File: src/rtl/mem_wb_stage.sv
// MEM/WB pipeline register and writeback stage: captures MEM results, aligns and extends load
// data, drives the register-file write port, and exports a forwarding tap and retire statistics.
module mem_wb_stage #(
    parameter int unsigned CNT_W      = 32,
    parameter bit          BIG_ENDIAN = 1'b1
) (
    input  logic             clk,
    input  logic             rst_n,
    input  logic             in_valid,
    input  logic             in_reg_write,
    input  logic             in_mem_to_reg,
    input  logic [2:0]       in_load_type,
    input  logic [4:0]       in_dest_reg,
    input  logic [31:0]      in_alu_result,
    input  logic [31:0]      in_mem_rdata,
    input  logic             stall,
    input  logic             flush,
    output logic [4:0]       write_register,
    output logic [31:0]      write_data,
    output logic             write_enable,
    output logic             fwd_valid,
    output logic [4:0]       fwd_reg,
    output logic [31:0]      fwd_data,
    output logic [CNT_W-1:0] retire_count,
    output logic             misalign_err
);

    localparam logic [2:0] LT_LW  = 3'b000;
    localparam logic [2:0] LT_LB  = 3'b001;
    localparam logic [2:0] LT_LBU = 3'b010;
    localparam logic [2:0] LT_LH  = 3'b011;
    localparam logic [2:0] LT_LHU = 3'b100;

    logic             r_valid;
    logic             r_issued;
    logic             r_reg_write;
    logic             r_mem_to_reg;
    logic [2:0]       r_load_type;
    logic [4:0]       r_dest_reg;
    logic [31:0]      r_alu_result;
    logic [31:0]      r_mem_rdata;
    logic [CNT_W-1:0] r_retire_count;
    logic             r_misalign_err;

    logic             w_capture;
    logic             w_is_half;
    logic             w_is_word;
    logic             w_misaligned;
    logic             w_writes_gpr;
    logic [7:0]       w_byte;
    logic [15:0]      w_half;
    logic [31:0]      w_load_data;
    logic [31:0]      w_write_data;

    assign w_capture = ~flush & ~stall;

    // issued marks the single cycle right after a capture, so a stalled instruction writes once.
    always_ff @(posedge clk or negedge rst_n) begin
        if (!rst_n) begin
            r_valid      <= 1'b0;
            r_issued     <= 1'b0;
            r_reg_write  <= 1'b0;
            r_mem_to_reg <= 1'b0;
            r_load_type  <= 3'b000;
            r_dest_reg   <= 5'd0;
            r_alu_result <= 32'd0;
            r_mem_rdata  <= 32'd0;
        end else if (flush) begin
            r_valid  <= 1'b0;
            r_issued <= 1'b0;
        end else if (stall) begin
            r_issued <= 1'b0;
        end else begin
            r_valid      <= in_valid;
            r_issued     <= in_valid;
            r_reg_write  <= in_reg_write;
            r_mem_to_reg <= in_mem_to_reg;
            r_load_type  <= in_load_type;
            r_dest_reg   <= in_dest_reg;
            r_alu_result <= in_alu_result;
            r_mem_rdata  <= in_mem_rdata;
        end
    end

    always_ff @(posedge clk or negedge rst_n) begin
        if (!rst_n) begin
            r_retire_count <= '0;
        end else if (w_capture && in_valid) begin
            r_retire_count <= r_retire_count + CNT_W'(1);
        end
    end

    always_ff @(posedge clk or negedge rst_n) begin
        if (!rst_n) begin
            r_misalign_err <= 1'b0;
        end else if (w_misaligned) begin
            r_misalign_err <= 1'b1;
        end
    end

    // Undefined load types 101-111 behave as LW, including the alignment check.
    assign w_is_half = (r_load_type == LT_LH) || (r_load_type == LT_LHU);
    assign w_is_word = !(w_is_half || (r_load_type == LT_LB) || (r_load_type == LT_LBU));

    assign w_misaligned = r_valid & r_mem_to_reg &
                          ((w_is_word & (r_alu_result[1:0] != 2'b00)) |
                           (w_is_half & r_alu_result[0]));

    always_comb begin
        w_byte = 8'h00;
        w_half = 16'h0000;
        if (BIG_ENDIAN) begin
            case (r_alu_result[1:0])
                2'd0:    w_byte = r_mem_rdata[31:24];
                2'd1:    w_byte = r_mem_rdata[23:16];
                2'd2:    w_byte = r_mem_rdata[15:8];
                default: w_byte = r_mem_rdata[7:0];
            endcase
            w_half = r_alu_result[1] ? r_mem_rdata[15:0] : r_mem_rdata[31:16];
        end else begin
            case (r_alu_result[1:0])
                2'd0:    w_byte = r_mem_rdata[7:0];
                2'd1:    w_byte = r_mem_rdata[15:8];
                2'd2:    w_byte = r_mem_rdata[23:16];
                default: w_byte = r_mem_rdata[31:24];
            endcase
            w_half = r_alu_result[1] ? r_mem_rdata[31:16] : r_mem_rdata[15:0];
        end
    end

    always_comb begin
        w_load_data = r_mem_rdata;
        case (r_load_type)
            LT_LB:   w_load_data = {{24{w_byte[7]}}, w_byte};
            LT_LBU:  w_load_data = {24'd0, w_byte};
            LT_LH:   w_load_data = {{16{w_half[15]}}, w_half};
            LT_LHU:  w_load_data = {16'd0, w_half};
            default: w_load_data = r_mem_rdata;
        endcase
    end

    assign w_write_data = r_mem_to_reg ? w_load_data : r_alu_result;
    assign w_writes_gpr = r_valid & r_reg_write & (r_dest_reg != 5'd0) & ~w_misaligned;

    assign write_register = r_dest_reg;
    assign write_data     = w_write_data;
    assign write_enable   = w_writes_gpr & r_issued;
    assign fwd_valid      = w_writes_gpr;
    assign fwd_reg        = r_dest_reg;
    assign fwd_data       = w_write_data;
    assign retire_count   = r_retire_count;
    assign misalign_err   = r_misalign_err;

endmodule
File: config.mk
export PLATFORM = sky130hd
export DESIGN_NAME = mem_wb_stage
export DESIGN_NICKNAME = d
export VERILOG_FILES = /design/src/rtl/mem_wb_stage.sv
export SDC_FILE = /design/constraint.sdc
export NUM_CORES = 1
export LEC_CHECK = 0
export BUFFER_PORTS_ARGS = -buffer_cell sky130_fd_sc_hd__buf_2
export CAP_MARGIN = 20
export CORE_ASPECT_RATIO = 1.25
export CORE_MARGIN = 2
export CORE_UTILIZATION = 27
export CTS_BUF_LIST = sky130_fd_sc_hd__clkbuf_4 sky130_fd_sc_hd__clkbuf_8
export DETAILED_ROUTE_END_ITERATION = 12
export PLACE_DENSITY = 0.47
export SLEW_MARGIN = 10
export SYNTH_ARGS = -nofsm -noshare
export SYNTH_HDL_FRONTEND = slang
export SYNTH_SLANG_ARGS = --single-unit
File: constraint.sdc
create_clock -name clk -period 3.1 [get_ports clk]
set_input_delay 0.62 -clock clk [delete_from_list [all_inputs] [get_ports clk]]
set_output_delay 0.62 -clock clk [all_outputs]
set_load 0.02 [all_outputs]
* Yosys cells after proc, flatten, opt, wreduce, memory -nomap -nowiden *
Cells that the tools add are included.
W data, S select, Z words.

word-level totals
  bits in registers = 109
  input port bits = 79
  output and inout bits = 109
  word-level logic and storage cells = 48

cells by class
  add/subtract/negate cells = 1
  equal/unequal tests = 7
  multiplexer cells = 8
  bitwise logic cells = 13
  reduce and logical (&&, ||, !) cells = 9

operators with widths
  kind                     count
  $pmux W32 S4             1
  $add A32 B1 Y32 const B  1
  $mux W32                 1
  $pmux W8 S3              1
  $mux W16                 1
  $and A1 B1 Y1            9
  $eq A3 B2 Y1 const B     2
  $reduce_bool A5 Y1       1
  $mux W1                  4
  $eq A3 B1 Y1 const B     1
  $eq A3 B3 Y1 const B     1
  $logic_or A1 B1 Y1       3
  $not A1 Y1               3
  $eq A2 B1 Y1 const B     1
  $eq A2 B2 Y1 const B     1
  $logic_not A2 Y1         1
  $ne A2 B1 Y1 const B     1
  $reduce_and A2 Y1        1
  $reduce_bool A2 Y1       1
  $logic_and A1 B1 Y1      1
  $logic_not A1 Y1         1
  $or A1 B1 Y1             1

* Depth between registers and ports, before layout *
  depth in word-level cells = 11
  gate-level depth with buffers = 7
  depth with buffers taken out = 6

* Worst setup path after synthesis *
Ideal clock, no wire load.

  path kind = register to output
  start point = register r_alu_result[1]
  end point = output write_data[7]
  arrival = 2.298 ns
  required time = 2.480 ns
  setup slack = 0.182 ns
  stages on the path, launching flop included = 8
  path buffers = 3
  cell sequence = dfrtp_1 clkbuf_1 buf_1 o21ai_0 o32ai_1 a21oi_1 o32ai_1 buf_4

between the ends
  word-level cells in the longest chain between the ends = 4
  elaborated cells on any way between the ends = 7
  those cells by class = 2 x eq/ne; 4 x mux; 1 x reduce/logical

RTL lines
  what                                  RTL line  text
  start, declared                       40        logic [31:0] r_alu_result;
  start signal, assigned                80        r_alu_result <= in_alu_result;
  $eq A2 B2 Y1 (tied with other cells)  113       case (r_alu_result[1:0])
  $pmux W8 S3                           113
  $pmux W32 S4 (*)                      133       case (r_load_type)
  $mux W32 (*)                          142       assign w_write_data = r_mem_to_reg ? w_load_data : r_alu_result;
  end, declared                         19        output logic [31:0] write_data,

Every way passes the cells marked *; elsewhere a longest branch is shown, timed or not.

* Worst setup path after layout *
  start point = register r_alu_result[1]
  end point = output write_data[8]

The elaborated chain is that of the path after synthesis.

==> results.yml <==
run_status:
  status: "finished clean"
critical_path:
  worst_setup_path_start_kind: "flop"
  r2r_cells: 7
  startpoint: "r_alu_result[1]$_DFFE_PN0P_"
  worst-r2r-setup-slack_ps: 1030
  r2r_end: "retire_count[26]$_DFFE_PN0P_"
  worstPathRequired_ps: 2480
  setup.worst_path.end: "write_data[8]"
  critPathMaxFanout: 7
  setup.worst_path.class: "reg2out"
  arrival_ps: 2440
  reg2reg_from: "retire_count[0]$_DFFE_PN0P_"
  end_kind: "primary output"
synth:
  synth_area_sq_um: 5820
  synthCells: 549
  async_flop_share: 1.00
  synth-seq-area-share: 0.469
  synth_area_per_cell_sq_um: 10.6
  synth_cell_types: 47
  synthFlopType: "dfrtp_1"
  synth_edf_count: 0
  yosysWarnings: 0
  synth_nets: 629
  synth-seq-cells: 109
grt:
  gr-total-overflow: 0
  track_usage: 0.163
  antenna_found_initial: 1
  grt_max_degree: 61
  grt_pass1_vias: 4936
  grt_pass1_wl_microns: 28500
power:
  worst_ir_drop_vdd_mv: 0.274
  leakage_nw: 3.35
  total_power_mw: 4.33
  power_density_nw_per_um2: 591
sta:
  finalCritPeriodShare: 0.987
  slew_violations: 0
  skew_ps: 9.15
  final-hold-violation-count: 0
  rsz0062_at_grt: "yes"
  fmax_mhz: 327
  finalSetupViolCount: 0
  tightest_slew_ps: 754
  min_period_ps: 3060
  slew_headroom: 0.497
  tns_ps: 0
drt:
  drt_wl_total_microns: 18500
  ant_nets: 0
  post_drt_wl_per_cell_microns: 18.6
  drtIter0Drc: 417
  first_pass_iters: 5
  drc: 0
  vias: 5046
  via_per_inst: 5.06
clock_network:
  tritoncts: "built"
  clock_sinks: 109
  ctsHtreeMaxLevel: 3
  cts-root-buf: "clkbuf_8"
  cts_made_buffers: 9
  holdBufCountCts: 0
  clk_pin_slew_ps: 110
  clock_path_buffers: 2
  clk_latency_ps: 390
layout:
  fin_cells: 998
  final_util: 0.343
  drive_gt1_frac: 0.451
  nNetsFinal: 794
  syn2layout_area_growth_pct: 25.8
  final_area_sq_um: 7320
placement:
  port_buffers: 187
  gp_congestion: 0.849
  place_inst: 970
  place_area_sq_um: 6910
  dpl.hpwl_microns: 13700
flow_run:
  maxCapViolations: 0
floorplan:
  die-area_sq_um: 22800
  io_pins: 188
  core_sq_um: 21300
  die_width_microns: 135
  die_y_microns: 168
  start_util: 0.273
  rows: 60
min_path:
  hold_path.class: "in2async"
[metrics by stage]
step                hold slack (ps)  setup slack [ps]
floorplan                       324               182
global placement                445               105
detailed placement              449               108
CTS                             291              24.4
global route                    311             -8.67
finish                          265              41.0
[synthesized netlist by cell type, drive strengths merged, types with 8 or more instances]
cell type / count / area [sq um]
nand3: 11 / 55.1
xor2: 10 / 87.6
dfrtp: 109 / 2730
a21oi: 18 / 90.1
nor3: 8 / 45.0
nand4: 9 / 56.3
mux2i: 16 / 160
nor2: 30 / 113
a221o: 16 / 160
buf: 43 / 304
clkbuf: 21 / 78.8
a22oi: 15 / 113
mux2: 65 / 732
o21ai: 26 / 130
nand2: 46 / 173
xnor2: 22 / 193
inv: 18 / 67.6
[where the power goes]
group | switching [mW] | total, mW | internal [mW] | leakage (nW)
logic | 0.972 | 1.60 | 0.630 | 1.91
registers | 0.213 | 1.81 | 1.60 | 1.34
clock network | 0.536 | 0.915 | 0.379 | 0.0976
total | 1.72 | 4.33 | 2.61 | 3.35
[routing by layer]
metal  wire length (microns)  global-route usage  vias to the layer above
li1                        -                   -                     2299
met1                    7750               0.214                     2495
met2                    9100               0.271                      225
met3                    1260              0.0346                       27
met4                     429              0.0471                        0
met5                       0                   0                        -
[critical path, stage by stage (launching register included)]
cell     delay [ps]
dfrtp_2         450
mux4_2          570
or3_1           370
a31oi_4         270
a21oi_1         180
buf_2           200
[logic make-up after synthesis]
kind of cell | synth area share
compound gates | 0.140
xor+xnor | 0.0481
fa+ha+maj | 0.00215
buf+inv | 0.0774
flops | 0.469
mux | 0.157
simple gates | 0.107
[cells in the final DEF, fill, tap and decap left out, types with 10 or more instances in the layout]
cell type	instances
xor2_1	10
dfrtp_1	106
a221o_1	16
inv_1	16
o21ai_0	26
mux2i_1	16
buf_2	186
xnor2_1	22
mux2_2	65
a21oi_1	18
nor2_1	26
a22oi_1	15
buf_4	29
nand3_1	11
nand2_1	46
[how the worst min path moves through the flow]
stage	startpoint	to	slack, ps	cells after the start
global route	rst_n	r_alu_result[23]$_DFFE_PN0P_	310	1
CTS	rst_n	r_alu_result[23]$_DFFE_PN0P_	290	1
finish	rst_n	r_alu_result[23]$_DFFE_PN0P_	270	1
global placement	misalign_err$_DFFE_PN0P_	misalign_err$_DFFE_PN0P_	450	1
detailed placement	misalign_err$_DFFE_PN0P_	misalign_err$_DFFE_PN0P_	450	1
floorplan	rst_n	fwd_reg[0]$_DFFE_PN0P_	320	0
[layout make-up]
class / count / area, sq um
diodes: 1 / 2.50
clock buffers: 9 / 124
clock inverters: 6 / 71.3
fillers: 2258 / 14000
inverters: 18 / 75.1
multi-input cells: 358 / 2760
flip-flops and latches: 109 / 2730
well taps: 279 / 349
repair buffers: 218 / 1210
[timing repair]
item	4_1_cts	5_1_grt
setup endpoints to repair	58	27
gates resized for setup	13	9
pin swaps	1	2
setup buffers	1	11
Note: power is estimated with default switching activity, not from simulation.
